`src/rtl/morse_keyer.sv`:
```
// morse_keyer -- sends one Morse character per handshake as keyed tone.
//
// A character (up to five dot/dash elements, bit 0 first, 1 = dash) is taken
// on a ch_valid/ch_ready transfer together with the unit length and the tone
// duty value. The keyer then plays marks (1 unit dot, 3 units dash) separated
// by 1-unit gaps, followed by a 3-unit character gap, and pulses ch_done.
//
// Ports
//   cclk        clock, all state on the rising edge
//   rstb        asynchronous active-low reset
//   ch_valid    character offered
//   ch_ready    keyer idle, a character can be taken
//   ch_len      number of elements, 0..5 (larger values clamp to 5)
//   ch_bits     element i on bit i, 1 = dash, 0 = dot
//   unit_len    cclk cycles per Morse unit (0 behaves as 1)
//   tone_duty   duty value emitted while keyed
//   duty_cycle  duty value to the downstream PWM (0 when not keyed)
//   key_on      tone keyed
//   ch_done     one-cycle pulse on the last cycle of the trailing gap
//
// Build option
//   MORSE_WORD_GAP_EN  when defined, ch_len = 0 produces a 7-unit word gap
//                      (state WGAP); otherwise it produces a 3-unit silence.
//
// Timing note: the ch_done cycle is already state IDLE (ch_ready = 1) and is
// counted as the final cycle of the trailing gap, so a character offered back
// to back starts its first mark exactly 3 (or 7) units after the last mark.
// This is done by starting the trailing-gap counters one cycle advanced.

module morse_keyer #(
    parameter int UNIT_W = 16
) (
    input  logic              cclk,
    input  logic              rstb,
    input  logic              ch_valid,
    output logic              ch_ready,
    input  logic [2:0]        ch_len,
    input  logic [4:0]        ch_bits,
    input  logic [UNIT_W-1:0] unit_len,
    input  logic [7:0]        tone_duty,
    output logic [7:0]        duty_cycle,
    output logic              key_on,
    output logic              ch_done
);

    localparam logic [2:0] S_IDLE = 3'd0;
    localparam logic [2:0] S_MARK = 3'd1;
    localparam logic [2:0] S_GAP  = 3'd2;
    localparam logic [2:0] S_CGAP = 3'd3;
`ifdef MORSE_WORD_GAP_EN
    localparam logic [2:0] S_WGAP = 3'd4;
    localparam logic [2:0] S_EMPTY = S_WGAP;
`else
    localparam logic [2:0] S_EMPTY = S_CGAP;
`endif

    localparam logic [UNIT_W-1:0] U_ONE  = {{(UNIT_W-1){1'b0}}, 1'b1};
    localparam logic [UNIT_W-1:0] U_ZERO = '0;

    logic [2:0]        state, state_nx;
    logic [2:0]        len_q;
    logic [4:0]        bits_q;
    logic [UNIT_W-1:0] unit_q;
    logic [7:0]        tone_q;
    logic [UNIT_W-1:0] ucnt, ucnt_nx;     // cycle within the current unit
    logic [2:0]        ecnt, ecnt_nx;     // unit within the current phase
    logic [2:0]        eidx, eidx_nx;     // element being sent
    logic              done_nx;

    logic              xfer;
    logic [2:0]        len_in;
    logic [UNIT_W-1:0] unit_in;
    logic [2:0]        units;             // length of the current phase in units
    logic              unit_end, phase_end;
    logic [7:0]        tone_nx;

    assign ch_ready = (state == S_IDLE);
    assign xfer     = ch_valid && ch_ready;
    assign len_in   = (ch_len > 3'd5) ? 3'd5 : ch_len;
    assign unit_in  = (unit_len == U_ZERO) ? U_ONE : unit_len;
    assign tone_nx  = xfer ? tone_duty : tone_q;

    always_comb begin
        units = 3'd1;
        case (state)
            S_MARK:  units = bits_q[eidx] ? 3'd3 : 3'd1;
            S_GAP:   units = 3'd1;
            S_CGAP:  units = 3'd3;
`ifdef MORSE_WORD_GAP_EN
            S_WGAP:  units = 3'd7;
`endif
            default: units = 3'd1;
        endcase
    end

    assign unit_end  = (ucnt == unit_q - U_ONE);
    assign phase_end = unit_end && (ecnt == units - 3'd1);

    always_comb begin
        state_nx = state;
        ucnt_nx  = ucnt;
        ecnt_nx  = ecnt;
        eidx_nx  = eidx;
        done_nx  = 1'b0;
        case (state)
            S_IDLE: begin
                if (xfer) begin
                    eidx_nx = 3'd0;
                    if (len_in != 3'd0) begin
                        state_nx = S_MARK;
                        ucnt_nx  = U_ZERO;
                        ecnt_nx  = 3'd0;
                    end else begin
                        // trailing gap starts one cycle advanced (see header)
                        state_nx = S_EMPTY;
                        ucnt_nx  = (unit_in == U_ONE) ? U_ZERO : U_ONE;
                        ecnt_nx  = (unit_in == U_ONE) ? 3'd1 : 3'd0;
                    end
                end
            end
            S_MARK: begin
                if (phase_end) begin
                    if (eidx + 3'd1 < len_q) begin
                        state_nx = S_GAP;
                        ucnt_nx  = U_ZERO;
                        ecnt_nx  = 3'd0;
                    end else begin
                        state_nx = S_CGAP;
                        ucnt_nx  = (unit_q == U_ONE) ? U_ZERO : U_ONE;
                        ecnt_nx  = (unit_q == U_ONE) ? 3'd1 : 3'd0;
                    end
                end else if (unit_end) begin
                    ucnt_nx = U_ZERO;
                    ecnt_nx = ecnt + 3'd1;
                end else begin
                    ucnt_nx = ucnt + U_ONE;
                end
            end
            S_GAP: begin
                if (phase_end) begin
                    state_nx = S_MARK;
                    eidx_nx  = eidx + 3'd1;
                    ucnt_nx  = U_ZERO;
                    ecnt_nx  = 3'd0;
                end else begin
                    ucnt_nx = ucnt + U_ONE;
                end
            end
`ifdef MORSE_WORD_GAP_EN
            S_CGAP, S_WGAP: begin
`else
            S_CGAP: begin
`endif
                if (phase_end) begin
                    state_nx = S_IDLE;
                    done_nx  = 1'b1;
                    ucnt_nx  = U_ZERO;
                    ecnt_nx  = 3'd0;
                    eidx_nx  = 3'd0;
                end else if (unit_end) begin
                    ucnt_nx = U_ZERO;
                    ecnt_nx = ecnt + 3'd1;
                end else begin
                    ucnt_nx = ucnt + U_ONE;
                end
            end
            default: begin
                state_nx = S_IDLE;
                ucnt_nx  = U_ZERO;
                ecnt_nx  = 3'd0;
                eidx_nx  = 3'd0;
            end
        endcase
    end

    always_ff @(posedge cclk or negedge rstb) begin
        if (!rstb) begin
            state      <= S_IDLE;
            ucnt       <= U_ZERO;
            ecnt       <= 3'd0;
            eidx       <= 3'd0;
            len_q      <= 3'd0;
            bits_q     <= 5'd0;
            unit_q     <= U_ZERO;
            tone_q     <= 8'd0;
            key_on     <= 1'b0;
            duty_cycle <= 8'd0;
            ch_done    <= 1'b0;
        end else begin
            state <= state_nx;
            ucnt  <= ucnt_nx;
            ecnt  <= ecnt_nx;
            eidx  <= eidx_nx;
            if (xfer) begin
                len_q  <= len_in;
                bits_q <= ch_bits;
                unit_q <= unit_in;
                tone_q <= tone_duty;
            end
            // outputs follow the next state so they line up with it exactly
            key_on     <= (state_nx == S_MARK);
            duty_cycle <= (state_nx == S_MARK) ? tone_nx : 8'd0;
            ch_done    <= done_nx;
        end
    end

endmodule

```
`config.mk`:
```
export PLATFORM = sky130hd
export DESIGN_NAME = morse_keyer
export DESIGN_NICKNAME = d
export VERILOG_FILES = /design/src/rtl/morse_keyer.sv
export SDC_FILE = /design/constraint.sdc
export NUM_CORES = 1
export LEC_CHECK = 0
export CORE_UTILIZATION = 50
export DETAILED_ROUTE_END_ITERATION = 8
export PLACE_DENSITY = 0.73
export SETUP_SLACK_MARGIN = 0.02
export SYNTH_ARGS = -nofsm -noshare
export SYNTH_HDL_FRONTEND = slang
export SYNTH_SLANG_ARGS = --single-unit
```
`constraint.sdc`:
```
create_clock -name cclk -period 3.62 [get_ports cclk]
set_clock_uncertainty 0.15 [all_clocks]
set_input_delay 0.543 -clock cclk [delete_from_list [all_inputs] [get_ports cclk]]
set_output_delay 0.543 -clock cclk [all_outputs]
set_load 0.02 [all_outputs]
```
# == Word level (Yosys, flattened, before mapping) ==
# Cells that the tools add are included.
# totals
ff_bits,67
input_bits,35
out_inout_bits,11
word_cells,78
# op_classes
n_addsub,5
n_lt_le_gt_ge,3
n_eq_ne,11
muxes,40
bitwise_logic,1
reduce_logical,7
# op_table
operator,n
two-way mux 16 bit,6
one-hot mux 16 bit (4 select lines),1
two-way mux 3 bit,12
one-hot mux 3 bit (4 select lines),3
"equality test 16 x 1 -> 1 bit, second input constant",2
"adder 16 x 1 -> 16 bit, second input constant",1
equality test 16 bit,1
logical NOT 16 bit,1
two-way mux 8 bit,2
"subtractor 16 x 1 -> 16 bit, second input constant",1
two-way mux 1 bit,12
"adder 3 x 1 -> 3 bit, second input constant",2
"equality test 3 x 1 -> 1 bit, second input constant",2
"equality test 3 x 2 -> 1 bit, second input constant",2
"less-than comparator 3 x 4 -> 1 bit, second input constant",1
two-way mux 2 bit,2
"!= test 2 bit, second input constant",2
one-hot mux 2 bit (2 select lines),1
AND reduction 4 bit,1
binary-select mux 1 bit (select 3 bit),1
equality test 3 bit,1
"> comparator 3 bit, second input constant",1
logical NOT 3 bit,1
less-than comparator 3 bit,1
6 further kinds,7

# == Logic depth before layout (Yosys ltp) ==
# depth
word_depth,11
depth_mapped,10
ltp_nobuf,9

# == Least setup slack after synthesis ==
# OpenSTA, ideal clock, no wires.
# synth_timing
path_type,reg-to-reg
startpoint,reg unit_q[2]
endpoint,reg ecnt[2]
setup_time_ns,0.077
t_arrival_ns,2.869
t_required_ns,3.393
slack_ns,0.523
path_stages_with_launch,9
path_buffers,1
synth_period_minus_slack_ns,3.097
cell_sequence,dfrtp_1 > buf_2 > or4_4 > a2111oi_2 > nor3_1 > or4_1 > a2111o_1 > or4_1 > a21oi_1
# synth_between
elab_chain_len,5
elab_cells_between_ends,9
classes_between,1 x add/sub; 2 x eq/ne; 4 x mux; 2 x reduce/logical
# synth_lines
item,line_no,source
from (decl),63,logic [UNIT_W-1:0] unit_q;
from (signal assigned),197,unit_q <= unit_in;
subtractor 16 x 1 -> 16 bit (*),96,assign unit_end = (ucnt == unit_q - U_ONE);
equality test 16 bit (*),96,
two-way mux 3 bit / logical AND 1 bit (equally long branches),--,
two-way mux 3 bit (tied with other cells),154,if (phase_end) begin
one-hot mux 3 bit (4 select lines) / AND reduction 2 bit (equally long branches),--,
to (signal assigned),192,ecnt <= ecnt_nx;
to (decl),66,"logic [2:0] ecnt, ecnt_nx;"
# Every way passes the cells marked *; elsewhere a longest branch is shown, timed or not.
# A chain may end at the register's enable or synchronous reset.

# == Worst setup path after layout ==
# layout_timing
startpoint,reg unit_q[0]
endpoint,reg duty_cycle[1]
# layout_between
elab_chain_len,7
elab_cells_between_ends,9
classes_between,1 x add/sub; 2 x eq/ne; 5 x mux; 1 x reduce/logical
# layout_lines
item,line_no,source
subtractor 16 x 1 -> 16 bit (*),96,
equality test 16 bit (*),96,
logical AND 1 bit (*),97,assign phase_end = unit_end && (ecnt == units - 3'd1);
"two-way mux 3 bit, on equally long branches","154, 122, 140",
one-hot mux 3 bit (4 select lines) (*),105,case (state)
equality test 3 x 1 -> 1 bit (*),202,duty_cycle <= (state_nx == S_MARK) ? tone_nx : 8'd0;
two-way mux 8 bit (*),202,
to (signal assigned),202,
to (decl),41,"output logic [7:0] duty_cycle,"
# Marked as above.

==> summary.txt <==
Fin worst setup slack: 0.285 ns
Status: complete, no violations
DP HPWL: 6.36 mm
Critical path arrival: 3.45 ns
Num CTS Buffers: 9
CTS tree: yes
Post-Route WL: 8.54 mm
Type of the tightest min-delay check: input pin to asynchronous set/reset pin
Maximum fanout along the worst path: 9
Clock Sinks: 67
Worst hold slack: 0.222 ns
Post-DRT Antenna Nets: 0
Area of the core: 7290 µm²
Htree depth: 3
CP Class: flop to flop
Remaining DRCs: 0
RSZ-0062 raised after global routing: no
Seq/Total Area, Yosys: 0.441
Endpoints failing hold: 0
Top cells by count, synth: nand2_1, dfrtp_1, nor2_1
Pre-antenna DRT Iters: 4
Die height: 89.2 µm
Pleak: 0.00195 µW
Maximum vdd drop: 0.392 mV
Syn nets: 467
Final net count: 512
EDFF count, synth: 0
Post-synthesis cell count: 425
Avg Cell Area, Syn: 8.95 µm²
Library cells used by synthesis: 62
Crit path time final: 3.33 ns
First-pass GRT wire length: 14.1 mm
Die area: 7960 µm²
Seq pwr share: 0.420
Setup Fix Bufs, Post-CTS: 0
Req. time, crit path: 3.74 ns
Int Power: 1730 µW
Die Wd: 89.2 µm
Non-filler instance count after layout: 574
Largest area contributor in the netlist: dfrtp_1
Initial core utilization: 0.522
PwrDens: 609 nW/µm²
Final Wtd Congestion: 0.907
Post-DR wirelength/cell: 14.9 µm
Gr ovfl total: 0
Slew @ Worst Pin: 1.07 ns
Yosys reg bits: 67
Fillers: 629
Clock buffer depth: 2
Share of post-route cells with drive strength above 1: 0.101
Yosys Warn Count: 0
Startpoint types: flop
Reg clk slew, reported paths: 0.08 ns
Synth area leaders: dfrtp_1, nand2_1, xnor2_1
Final Slew Violations: 0
CTS Hold Buffers Added: 0
Rows: 31
Most used flip-flop cell after synthesis: dfrtp_1
Synth Cell Area: 3800 µm²
Switching pwr: 1050 µW
# diodes: 0
Root buffer cell: clkbuf_8
CTS resizes: 0
Post-synth top area share: 0.441
GRT Total Usage: 0.235
FMAX: 300 MHz
Final Util: 0.627
Switching Share: 0.377
Vias in the first global route: 2874
Clk_lat worst skew: 0.35 ns
TNS Setup: 0 ns
Slew margin rel.: 0.289
DR vias/cell: 5.68
Crit. End Element: flop
Logic pwr share: 0.349
Largest net degree at the start of global routing: 49
Count leader, synth: nand2_1
Clock power frac: 0.231
Via count: 3259
Area Overhead vs Synth: 20.1%
Dpl ws: 0.312 ns
Initial antenna violation count: 0
Final worst-path cycle share: 0.921
I/O Pins: 46
Max Cap Violations: 0
Setup violations, final: 0
Port bufs: 45
Asr flop ratio synth: 1.00
DRT iter0 DRCs: 192
Placed Cells: 558
area by class of cell:
cell class / count / area, µm² / share of cell area
flip-flops and latches: 67 / 1680 / 0.367
inverters: 12 / 45.0 / 0.00986
multi-input cells: 325 / 2000 / 0.438
well taps: 99 / 124 / 0.0271
clock inverters: 6 / 65.1 / 0.0142
clock buffers: 10 / 138 / 0.0301
repair buffers: 55 / 520 / 0.114
through the flow:
step	total power [µW]	cell area, µm²
floorplan	1840	3800
global placement	2110	4370
detailed placement	2140	4370
CTS	2790	4570
global route	2960	4570
finish	2780	4570
cell usage in the layout, fill, tap and decap left out, drive strengths merged, types with 4 or more instances in the layout:
master,count
nand2,112
dfrtp,67
clkdlybuf4s50,44
nor2,20
o21ai,20
nand3,18
nor3,17
xnor2,15
inv,12
buf,11
xor2,10
clkbuf,10
nor3b,10
nor4,9
ha,7
or4,7
nand4,6
a21oi,5
o211ai,5
or3,4
a31oi,4
o311ai,4
clkinv,4
final timing paths:
path | startpoint | end | slack, ns | cells after the start
min in group cclk | tone_q[0]$_DFF_PN0_ | tone_q[0]$_DFF_PN0_ | 0.32 | 2
min | rstb | bits_q[2]$_DFFE_PN0P_ | 0.22 | 1
max reg2reg | unit_q[0]$_DFFE_PN0P_ | duty_cycle[1]$_DFF_PN0_ | 0.29 | 9
min reg2reg | tone_q[0]$_DFF_PN0_ | tone_q[0]$_DFF_PN0_ | 0.32 | 2
max in group asynchronous | rstb | ucnt[4]$_DFFE_PN0P_ | 2.32 | 2
max | unit_q[0]$_DFFE_PN0P_ | duty_cycle[1]$_DFF_PN0_ | 0.29 | 9
cell families after synthesis:
logic type,after synthesis,synth area share
AO/OA/AOI/OAI,62,0.117
XOR/XNOR,26,0.0638
adder cells (fa/ha/maj),7,0.0230
buffers and inverters,33,0.0352
flip-flops,67,0.441
multiplexers,6,0.0210
other,1,0.000986
AND/OR/NAND/NOR,223,0.298
worst max-delay path, cell delays in order, from the launching register on:
cell,delay (ns)
dfrtp_1,0.44
inv_1,0.12
ha_1,0.18
or3b_2,0.47
or4_1,0.45
a211oi_2,0.25
o211ai_1,0.17
a2111o_1,0.46
mux2_4,0.41
nor3b_2,0.17
sequential cells by signal, indices dropped and copies added (netlist names):
register    cells
bits_q          5
ecnt            3
state           3
tone_q          8
len_q           3
duty_cycle      8
key_on          1
ch_done         1
eidx            3
unit_q         16
ucnt           16
routing by layer:
| layer | GRT usage | vias to the layer above | wire length [µm] |
|---|---|---|---|
| met5 | 0 | - | 0 |
| met4 | 0.0981 | 0 | 162 |
| met3 | 0.0471 | 14 | 410 |
| met2 | 0.335 | 104 | 3820 |
| met1 | 0.348 | 1553 | 4140 |
| li1 | - | 1588 | - |
power by group through the flow:
| stage | sequential, µW | combinational [µW] | clock (µW) |
|---|---|---|---|
| finish | 1170 | 969 | 642 |
| global route | 1200 | 1080 | 681 |
| CTS | 1160 | 971 | 650 |
| detailed placement | 1180 | 965 | 0 |
| global placement | 1170 | 940 | 0 |
| floorplan | 1120 | 720 | 0 |
(Power assumes the default switching activity.)
